==> config.mk <==
export PLATFORM = sky130hd
export DESIGN_NAME = s5_resilient_map
export DESIGN_NICKNAME = d
export VERILOG_FILES = /design/src/rtl/s5_pkg.sv /design/src/rtl/nibble_byte_packer.sv /design/src/rtl/s5_resilient_map.sv
export SDC_FILE = /design/constraint.sdc
export NUM_CORES = 1
export LEC_CHECK = 0
export ABC_AREA = 1
export ABC_CLOCK_PERIOD_IN_PS = 1050
export BUFFER_PORTS_ARGS = -buffer_cell sky130_fd_sc_hd__buf_2
export CORE_AREA = 2 2 43 48
export CTS_CLUSTER_DIAMETER = 40
export CTS_CLUSTER_SIZE = 24
export DETAILED_ROUTE_END_ITERATION = 12
export DIE_AREA = 0 0 45 50
export GPL_ROUTABILITY_DRIVEN = 0
export GPL_TIMING_DRIVEN = 0
export PLACE_DENSITY = 0.66
export SETUP_SLACK_MARGIN = 0.15
export SYNTH_ARGS = -nofsm -noshare
export SYNTH_HDL_FRONTEND = slang
export SYNTH_SLANG_ARGS = --single-unit
==> constraint.sdc <==
create_clock -name CLK -period 1.05 [get_ports CLK]
set_clock_uncertainty 0.1 [all_clocks]
set_input_delay 0.105 -clock CLK [delete_from_list [all_inputs] [get_ports CLK]]
set_output_delay 0.105 -clock CLK [all_outputs]
set_load 0.05 [all_outputs]
==> src/rtl/s5_pkg.sv <==
// Shared constants and the 1-resilient [5,4,2] compression function for the
// TRNG post-processing stage.
package s5_pkg;

  localparam int S5_IN_W  = 5;
  localparam int S5_OUT_W = 4;
  localparam int BYTE_W   = 8;

  typedef enum logic {
    PH_LOW  = 1'b0,
    PH_HIGH = 1'b1
  } phase_e;

  // Each output bit mixes one data bit with the parity bit d[4], so no single
  // fixed input bit can bias any output value.
  function automatic logic [S5_OUT_W-1:0] s5_f(input logic [S5_IN_W-1:0] d);
    return d[S5_OUT_W-1:0] ^ {S5_OUT_W{d[S5_IN_W-1]}};
  endfunction

endpackage

==> src/rtl/nibble_byte_packer.sv <==
// Packs successive nibbles into bytes, low nibble first; a reset discards any
// half-filled byte.
module nibble_byte_packer
  import s5_pkg::*;
(
  input  logic              CLK,
  input  logic              RST,
  input  logic              NIB_VALID,
  input  logic [S5_OUT_W-1:0] NIB_IN,
  output logic              BYTE_VALID,
  output logic [BYTE_W-1:0] BYTE_OUT
);

  phase_e              phase_q, phase_d;
  logic [S5_OUT_W-1:0] low_q, low_d;
  logic [BYTE_W-1:0]   byte_q, byte_d;
  logic                bvalid_q, bvalid_d;

  always_comb begin
    phase_d  = phase_q;
    low_d    = low_q;
    byte_d   = byte_q;
    bvalid_d = 1'b0;
    if (NIB_VALID) begin
      case (phase_q)
        PH_LOW: begin
          low_d   = NIB_IN;
          phase_d = PH_HIGH;
        end
        PH_HIGH: begin
          byte_d   = {NIB_IN, low_q};
          bvalid_d = 1'b1;
          phase_d  = PH_LOW;
        end
        default: phase_d = PH_LOW;
      endcase
    end
  end

  always_ff @(posedge CLK) begin
    if (RST) begin
      phase_q  <= PH_LOW;
      low_q    <= '0;
      byte_q   <= '0;
      bvalid_q <= 1'b0;
    end else begin
      phase_q  <= phase_d;
      low_q    <= low_d;
      byte_q   <= byte_d;
      bvalid_q <= bvalid_d;
    end
  end

  assign BYTE_VALID = bvalid_q;
  assign BYTE_OUT   = byte_q;

endmodule

==> src/rtl/s5_resilient_map.sv <==
// TRNG post-processing: 5-bit raw sample -> registered 4-bit resilient nibble,
// plus byte packing of consecutive nibbles.
module s5_resilient_map
  import s5_pkg::*;
(
  input  logic                CLK,
  input  logic                RST,
  input  logic                IN_VALID,
  input  logic [S5_IN_W-1:0]  D_IN,
  output logic                OUT_VALID,
  output logic [S5_OUT_W-1:0] D_OUT,
  output logic                BYTE_VALID,
  output logic [BYTE_W-1:0]   BYTE_OUT
);

  // Valid-only handshake: a sample is taken on every edge with IN_VALID=1;
  // OUT_VALID/BYTE_VALID are single-cycle pulses and the consumer never stalls.
  logic [S5_OUT_W-1:0] nib_d;
  logic [S5_OUT_W-1:0] d_out_q;
  logic                out_valid_q;

  assign nib_d = s5_f(D_IN);

  always_ff @(posedge CLK) begin
    if (RST) begin
      d_out_q     <= '0;
      out_valid_q <= 1'b0;
    end else begin
      out_valid_q <= IN_VALID;
      if (IN_VALID) d_out_q <= nib_d;
    end
  end

  assign D_OUT     = d_out_q;
  assign OUT_VALID = out_valid_q;

  // Fed from the same combinational nibble so BYTE_VALID lines up with OUT_VALID.
  nibble_byte_packer u_packer (
    .CLK        (CLK),
    .RST        (RST),
    .NIB_VALID  (IN_VALID),
    .NIB_IN     (nib_d),
    .BYTE_VALID (BYTE_VALID),
    .BYTE_OUT   (BYTE_OUT)
  );

endmodule

Word-level counts from Yosys, hierarchy flattened:

Index checks and enable logic that the tools add are counted.

* bitwise gates (word level): 3
* multiplexer cells: 2
* reductions and logical operators: 3

Operator list (count)
* 2-bit AND reduction: 2
* 4-bit XOR: 1
* 1-bit NOT: 2
* 1-bit case mux with 2 select lines: 1
* 2-bit OR reduction: 1
* 1-bit two-way mux: 1

* word-level logic and storage cells: 14
* output and inout bits: 14
* input bits: 8
* register bits after elaboration: 19

Logic depth before layout (Yosys ltp):

Gate-level depths: netlist of run 1.

* depth after elaboration: 2
* depth in mapped cells: 5
* depth with buffers taken out: 5

Modules after synthesis:

Synthesis of run 1 repeated with hierarchy kept, for this count alone.

* cell total of the unflattened synthesis: 112
* area total of the unflattened synthesis: 789.5 um^2

By module, submodules not included
* nibble_byte_packer: times used 1, cells an instance 67, area an instance 530.5 um^2, sequential area each 280.3 um^2
* s5_resilient_map: times used 1, cells an instance 45, area an instance 259.0 um^2, sequential area each 100.1 um^2

Least setup slack after synthesis of run 1:

OpenSTA, ideal clock, no wires.

* kind: register -> register
* start: register D_OUT[3] (netlist name)
* end: register d_out_q[3] (netlist: D_OUT[3])
* buffers on the path: 0
* data arrival time: 0.876 ns
* setup time: 0.056 ns
* setup slack: 0.018 ns
* clock period less this slack: 1.032 ns
* stages on the path, launching flop included: 5
* required time: 0.894 ns
* path through: dfxtp_1 nor2_1 nor2_1 nand2_1 inv_1

RTL lines
* end signal, assigned: line s5_resilient_map.sv:30 `if (IN_VALID) d_out_q <= nib_d;`
* end, declared: line s5_resilient_map.sv:19 `logic [S5_OUT_W-1:0] d_out_q;`

Worst setup path after layout of run 1:

* start: register d_out_q[3] (netlist: D_OUT[3])
* end: output D_OUT[3]

RTL lines
* end, declared: line s5_resilient_map.sv:11 `output logic [S5_OUT_W-1:0] D_OUT,`

No word-level cell between the ends.

==> results.json, run 1 <==
{
  "status": "completed",
  "period_minus_slack_ns": 0.998,
  "seq_area_frac_synth": 0.503,
  "worstPathArrival_ns": 0.79,
  "rsz0062_at_grt": "yes",
  "finalCritPeriodShare": 0.951,
  "vias_per_cell": 4.61,
  "grt_pass1_wl_um": 2570,
  "clkTransAtPathRegs_ns": 0.10,
  "diodes": 0,
  "crit_path_start_kind": "flip-flop",
  "grt_pass1_vias": 633,
  "drc_errors": 0,
  "worst_pin_slew_ns": 0.208,
  "clockRootBuffer": "clkbuf_4",
  "synthDistinctLibCells": 10,
  "final_hold_viol_count": 0,
  "final_layout_size_suffix_gt1_frac": 0.384,
  "clk-insertion-delay-late_ns": 0.29,
  "cp_slowest_stage_delay_ns": 0.35,
  "path_class": "reg2out",
  "syn_area_um2": 756,
  "gr-total-overflow": 0,
  "antenna_found_initial": 0,
  "dp_slack_ns": 0.0165,
  "maxCapViolations": 0,
  "power_frac_seq": 0.540,
  "areaGrowthSynthToFinish_pct": 47.8,
  "grt_use_total": 0.154,
  "grt_max_degree": 11,
  "slew_headroom": 0.861,
  "slew_violations": 0,
  "core-area_mm2": 0.00176,
  "fp-row-count": 16,
  "ys_seq_elements": 19,
  "ioPinCount": 22,
  "power.density_mw_per_mm2": 1330,
  "internal_power_mw": 1.04,
  "endpoint_kind": "output pin",
  "design.die.area_mm2": 0.00225,
  "hold_class": "in2reg",
  "critical_path_buf_inv_count": 1,
  "swShare": 0.301,
  "p_leak_nw": 0.604,
  "clkPwrFrac": 0.241,
  "hpwl_um": 944,
  "wl_per_cell_um": 10.2,
  "cts_buffers": 3,
  "slowest_stage": "dfxtp_2",
  "fillCellCount": 147,
  "cp_max_fo": 2,
  "routed_wl_um": 1590,
  "setup_slack_ns": 0.0516,
  "max_freq_mhz": 1000,
  "cp_top_family": "flip-flops",
  "syn_nets": 119,
  "cts_tree": "yes",
  "fp.dieH_um": 50,
  "io_buffers": 20,
  "ir_drop_v": 0.000747,
  "final_antenna_net_count": 0,
  "drtIter0Drc": 13,
  "clockBufferDepth": 2,
  "start_util": 0.429,
  "dr.pass1.iters": 4,
  "finalSetupTns_ns": 0,
  "synth_warnings": 0,
  "die_x_um": 45,
  "postCtsSetupBuffers": 0,
  "setup_viol": 0,
  "p_switching_mw": 0.446,
  "dr_total_vias": 719,
  "syn_avg_cell_area_um2": 6.81,
  "path_cells": "buf_6",
  "p_comb_frac": 0.219,
  "cp.required_ns": 0.84,
  "nNetsFinal": 147,
  "synthCells": 111,
  "h-tree-depth": 1,
  "clock_sinks": 19
}
## what timing repair did
action                                  in CTS  in global routing
endpoints found under the setup margin      27                 27
cloned                                       2                  0
hold buffers                                 1                  0
resized for setup                           38                 16
pin swaps                                   14                  9
endpoints found under the hold margin        2                  0
## power groups by stage
stage	Sequential [mW]	Combinational, mW	Clock [mW]
3_3_place_gp	0.800	0.255	0
2_1_floorplan	0.887	0.111	0
4_1_cts	0.796	0.308	0.377
3_5_place_dp	0.801	0.257	0
6_report	0.800	0.325	0.358
5_1_grt	0.804	0.355	0.414
## cell usage after synthesis
| library cell | count | share of area |
|---|---|---|
| dfxtp_1 | 19 | 0.50 |
| buf_2 | 1 | 0.0066 |
| nand2_1 | 50 | 0.25 |
| nand3_1 | 4 | 0.026 |
| a21oi_2 | 1 | 0.012 |
| nor2_4 | 1 | 0.015 |
| buf_6 | 1 | 0.015 |
| o21a_1 | 1 | 0.0099 |
| inv_1 | 16 | 0.079 |
| nor2_1 | 17 | 0.084 |
## layout by cell type (no fill, tap or decap), drive strengths merged
master and n:
a21oi 2, buf 22, clkbuf 4, dfxtp 19
dlymetal6s4s 1, inv 16, nand2 50, nand3 4
nor2 19, o21a 1
## per-layer routing
| layer | up-vias | track usage | routed length, um |
|---|---|---|---|
| met2 | 21 | 0.250 | 777 |
| li1 | 382 | - | - |
| met1 | 314 | 0.192 | 698 |
| met4 | 0 | 0.0588 | 9 |
| met3 | 2 | 0.0366 | 101 |
| met5 | - | 0 | 0 |
## kinds of logic after synthesis
| family | count (synthesis) | synth area share |
|---|---|---|
| flops | 19 | 0.503 |
| buf+inv | 18 | 0.101 |
| compound gates | 2 | 0.0215 |
| simple gates | 72 | 0.374 |
## cell type report
class | count | area [um^2] | share of cell area
flip-flops and latches | 19 | 402 | 0.359
clock buffers | 4 | 26.3 | 0.0235
plain buffers | 2 | 16.3 | 0.0146
repair buffers | 21 | 234 | 0.209
inverters | 16 | 60.1 | 0.0538
well taps | 18 | 22.5 | 0.0202
multi-input cells | 76 | 357 | 0.319
## path summary, 6_finish.rpt
kind / slack, ns / end / start / depth (start not counted)
min reg2reg: 0.34 / u_packer.BYTE_OUT[3] / u_packer.low_q[3] / 2
min: 0.01 / D_OUT[2] / RST / 4
max: 0.05 / D_OUT[3] / D_OUT[3] / 1
max reg2reg: 0.11 / u_packer.BYTE_OUT[6] / u_packer.phase_q / 4
## tightest hold or removal path, cell delays in order
cell and delay (ns):
buf_6 0.13, nor2_1 0.06, nand2_1 0.05, inv_1 0.03
## state kept, by name, summed over array words and instances (netlist names)
register	cells
u_packer.BYTE_OUT	8
u_packer.BYTE_VALID	1
u_packer.low_q	4
u_packer.phase_q	1
D_OUT	4
OUT_VALID	1
## through the flow
| stage | cells | cell area [um^2] | utilization | total power [mW] | hold slack (ns) |
|---|---|---|---|---|---|
| after CTS | 156 | 1070 | 0.605 | 1.48 | 0.00956 |
| after global routing | 156 | 1120 | 0.634 | 1.57 | 0.0122 |
| final | 156 | 1120 | 0.634 | 1.48 | 0.0134 |
| after global placement | 149 | 896 | 0.509 | 1.05 | 0.222 |
| after floorplan | 111 | 773 | - | 0.998 | 0.200 |
| after detailed placement | 149 | 896 | 0.509 | 1.06 | 0.230 |
Note: power is estimated with default switching activity, not from simulation.
==> run 2: changes to the inputs <==
HOLD_SLACK_MARGIN = 0.15   (was unset)
==> results.json, run 2 (synthesized netlist as in run 1, its figures left out) <==
{
  "cts_buffers": 3,
  "hpwl_um": 944,
  "drc_errors": 0,
  "clkPwrFrac": 0.245,
  "final_hold_viol_count": 2,
  "slew_headroom": 0.862,
  "cts_tree": "yes",
  "hp-start": "RST",
  "reg2regPathDepth": 4,
  "ir_drop_v": 0.000759,
  "finalCritPeriodShare": 0.956,
  "final_layout_size_suffix_gt1_frac": 0.387,
  "internal_power_mw": 1.04,
  "power.density_mw_per_mm2": 1340,
  "worstPathArrival_ns": 0.80,
  "clock_sinks": 19,
  "critical_path_buf_inv_count": 1,
  "whs_path_depth": 2,
  "dr.pass1.iters": 4,
  "final_common_cell": "nand2_1",
  "status": "complete, but fails checks",
  "regToRegSetupSlack_ns": 0.12,
  "grt_pass1_wl_um": 2540,
  "fillCellCount": 150,
  "cp_top_family": "flip-flops",
  "cp_max_fo": 2,
  "grt_max_degree": 11,
  "swShare": 0.304,
  "clk-insertion-delay-late_ns": 0.29,
  "slew_violations": 0,
  "worst_pin_slew_ns": 0.207,
  "hold_slack_ns": -0.0571,
  "endpoint_kind": "output pin",
  "r2r-start": "u_packer.phase_q",
  "fp-row-count": 16,
  "diodes": 0,
  "seq_area_um2": 402,
  "r2r_end": "u_packer.BYTE_OUT[6]",
  "design.die.area_mm2": 0.00225,
  "largest_reg_flops": 8,
  "wl_per_cell_um": 10.1,
  "final_antenna_net_count": 0,
  "max_freq_mhz": 996,
  "setup_viol": 0,
  "ioPinCount": 22,
  "path_cells": "buf_6",
  "grt_pass1_vias": 622,
  "violations": "negative hold slack",
  "multi_input_area_um2": 357,
  "cp_slowest_stage_delay_ns": 0.35,
  "hold_class": "in2reg",
  "hold_end": "OUT_VALID",
  "areaGrowthSynthToFinish_pct": 46.7,
  "p_leak_nw": 0.593,
  "gr-total-overflow": 0,
  "h-tree-depth": 1,
  "core-area_mm2": 0.00176,
  "grt_use_total": 0.152,
  "period_minus_slack_ns": 1.00,
  "p_comb_frac": 0.217,
  "start_util": 0.429,
  "io_buffers": 20,
  "die_x_um": 45,
  "cp.required_ns": 0.84,
  "clockBufferDepth": 2,
  "drtIter0Drc": 18,
  "clockRootBuffer": "clkbuf_4",
  "path_class": "reg2out",
  "antenna_found_initial": 0,
  "fp.dieH_um": 50,
  "routed_wl_um": 1560,
  "slowest_stage": "dfxtp_2",
  "vias_per_cell": 4.54,
  "rsz0062_at_grt": "yes",
  "maxCapViolations": 0,
  "p_switching_mw": 0.451,
  "finalSetupTns_ns": 0,
  "clkTransAtPathRegs_ns": 0.10,
  "final_cell_mix": "nand2_1 (43), nor2_1 (16), inv_1 (15), dfxtp_2 (14), buf_8 (10)",
  "crit_path_start_kind": "flip-flop",
  "power_frac_seq": 0.538,
  "postCtsSetupBuffers": 0,
  "dr_total_vias": 703,
  "nNetsFinal": 146
}
run 2: cell types whose count changed in the layout (fill, tap and decap cells not counted), sizes merged:
cell / change
dlymetal6s4s: -1
run 2: cell type report:
class	instances	area share
timing repair buffer	20	0.203
sequential	19	0.362
inverter	16	0.0542
clock buffer	4	0.0237
tap	18	0.0203
multi-input combinational	76	0.322
buffer	2	0.0147
run 2: power by group through the flow:
| stage | clock (mW) | sequential, mW | combinational (mW) |
|---|---|---|---|
| 4_1_cts | 0.377 | 0.796 | 0.305 |
| 2_1_floorplan | 0 | 0.887 | 0.111 |
| 5_1_grt | 0.414 | 0.805 | 0.353 |
| 3_5_place_dp | 0 | 0.801 | 0.257 |
| 6_report | 0.364 | 0.800 | 0.323 |
| 3_3_place_gp | 0 | 0.800 | 0.255 |
run 2: worst max-delay path by stage:
stage                               startpoint                   end  slack [ns]  cells past startpoint
after floorplan               u_packer.phase_q      u_packer.phase_q        0.15                      2
after global placement        u_packer.phase_q      u_packer.phase_q        0.02                      2
after detailed placement      u_packer.phase_q  u_packer.BYTE_OUT[6]        0.02                      3
after CTS                 u_packer.BYTE_OUT[6]           BYTE_OUT[6]        0.04                      1
after global routing      u_packer.BYTE_OUT[6]           BYTE_OUT[6]       0.005                      1
final                                 D_OUT[3]              D_OUT[3]        0.05                      1
run 2: stage by stage:
| step | utilization | std cells | setup WS (ns) | total power [mW] | area [um^2] |
|---|---|---|---|---|---|
| 2_1_floorplan | - | 111 | 0.153 | 0.998 | 773 |
| 3_3_place_gp | 0.509 | 149 | 0.0150 | 1.05 | 896 |
| 3_5_place_dp | 0.509 | 149 | 0.0165 | 1.06 | 896 |
| 4_1_cts | 0.599 | 155 | 0.0370 | 1.48 | 1060 |
| 5_1_grt | 0.629 | 155 | 0.00522 | 1.57 | 1110 |
| 6_report | 0.629 | 155 | 0.0462 | 1.49 | 1110 |
run 2: repair_timing:
item                       CTS  global route
pin swaps                   14             9
resized for setup           38            16
cloned                       2             0
hold endpoints to repair    19            19
setup endpoints to repair   27            27
run 2: routing by layer:
metal,vias up,GRT usage,share of wire,wire length (um)
met5,-,0,0,0
met4,0,0.0588,0.015,23
met3,4,0.0403,0.054,84
met2,19,0.245,0.49,763
met1,300,0.188,0.44,691
li1,380,-,-,-
==> run 3: changes to the inputs <==
ABC_CLOCK_PERIOD_IN_PS = 800   (was 1050)
CORE_AREA = 2 2 43 49   (was 2 2 43 48)
DIE_AREA = 0 0 45 51   (was 0 0 45 50)
PLACE_DENSITY = 0.67   (was 0.66)
clock period = 0.8 ns   (was 1.05 ns; I/O delays follow)
==> results.json, run 3 (synthesized netlist as in run 1, its figures left out) <==
{
  "status": "complete, but fails checks",
  "violations": "negative hold slack, negative setup slack",
  "reg2regPathDepth": 3,
  "gr-total-overflow": 0,
  "core-area_mm2": 0.00187,
  "fp.dieH_um": 51,
  "clkTransAtPathRegs_ns": 0.11,
  "clock_sinks": 19,
  "io_buffers": 20,
  "design.die.area_mm2": 0.00230,
  "slowest_stage": "dfxtp_4",
  "hold_slack_ns": -0.107,
  "final_layout_size_suffix_gt1_frac": 0.426,
  "clk-insertion-delay-late_ns": 0.30,
  "worst_pin_slew_ns": 0.197,
  "grt_pass1_vias": 598,
  "grt_use_total": 0.151,
  "finalCritPeriodShare": 1.27,
  "path_cells": "buf_8",
  "wl_per_cell_um": 9.46,
  "hpwl_um": 993,
  "clockBufferDepth": 2,
  "final_area_mm2": 0.00117,
  "period_minus_slack_ns": 1.01,
  "critical_path_buf_inv_count": 1,
  "cts_buffers": 3,
  "vias_per_cell": 4.39,
  "cp_slowest_stage_delay_ns": 0.39,
  "cts_tree": "yes",
  "setup_slack_ns": -0.212,
  "final_hold_viol_count": 9,
  "ioPinCount": 22,
  "drtIter0Drc": 9,
  "routed_wl_um": 1510,
  "dr.pass1.iters": 5,
  "max_freq_mhz": 988,
  "h-tree-depth": 1,
  "endpoint_kind": "output pin",
  "diodes": 0,
  "rsz0062_at_grt": "yes",
  "worstPathArrival_ns": 0.83,
  "p_leak_nw": 0.626,
  "antenna_found_initial": 0,
  "cp.required_ns": 0.62,
  "largest_reg_flops": 8,
  "die_x_um": 45,
  "cp.depth": 1,
  "fin_util": 0.626,
  "placed_area_um2": 923,
  "dr_total_vias": 702,
  "dp_slack_ns": -0.172,
  "cp_top_family": "flip-flops",
  "slew_violations": 0,
  "hold_class": "in2reg",
  "whs_path_depth": 2,
  "drc_errors": 0,
  "setup_viol": 27,
  "crit_path_start_kind": "flip-flop",
  "ir_drop_v": 0.00111,
  "slew_headroom": 0.869,
  "final_antenna_net_count": 0,
  "final_cell_mix": "nand2_1 (43), inv_1 (15), nor2_1 (14), buf_8 (11), dfxtp_2 (10)",
  "path_class": "reg2out",
  "clockRootBuffer": "clkbuf_4",
  "areaGrowthSynthToFinish_pct": 55.0,
  "cp_max_fo": 2,
  "final_common_cell": "nand2_1",
  "maxCapViolations": 0,
  "nNetsFinal": 150,
  "power.density_mw_per_mm2": 1700,
  "fp-row-count": 17,
  "start_util": 0.404,
  "grt_pass1_wl_um": 2530,
  "grt_max_degree": 12
}
## run 3: worst register-to-register path, cell delays in order, from the launching register on
cell,delay [ns]
dfxtp_4,0.39
a21oi_4,0.15
buf_6,0.13
o21a_1,0.12
## run 3: power breakdown
group          leakage (nW)  internal [mW]  switching, mW
Clock                0.0177          0.186          0.310
Combinational         0.445          0.183          0.268
Sequential            0.164           1.00         0.0443
## run 3: cell type report
| class | count | area [um^2] |
|---|---|---|
| clock buffer | 3 | 22.5 |
| buffer | 2 | 16.3 |
| clock inverter | 1 | 5.00 |
| fill | 161 | 701 |
| inverter | 16 | 60.1 |
| timing repair buffer | 25 | 274 |
| multi-input combinational | 75 | 358 |
| tap | 19 | 23.8 |
| sequential | 19 | 412 |
## run 3: timing repair
action | CTS | global route
endpoints found under the hold margin | 19 | 19
setup buffers | 2 | 3
setup endpoints to repair | 32 | 32
gates cloned | 1 | 0
gates resized for setup | 43 | 11
pin swaps | 10 | 6
## run 3: final timing paths
path | end | slack [ns] | startpoint
worst max register to register | u_packer.phase_q | -0.14 | u_packer.phase_q
worst max-delay path | D_OUT[3] | -0.21 | D_OUT[3]
worst min-delay path | OUT_VALID | -0.11 | RST
worst min register to register | u_packer.BYTE_OUT[0] | 0.34 | u_packer.low_q[0]
## run 3: stage by stage
step           power (mW)  hold slack (ns)  setup TNS (ns)  std cells
6_report             1.99           -0.107           -4.06        160
3_3_place_gp         1.38            0.196           -1.61        150
4_1_cts              1.98           -0.108           -4.33        157
5_1_grt              2.09           -0.101           -5.25        160
3_5_place_dp         1.39            0.198           -1.93        150
2_1_floorplan        1.31            0.146          -0.613        111
## run 3: metal layers
| layer | track usage | routed length [um] |
|---|---|---|
| met1 | 0.192 | 710 |
| met2 | 0.229 | 701 |
| met3 | 0.0353 | 69 |
| met4 | 0.0882 | 32 |
| met5 | 0 | 0 |
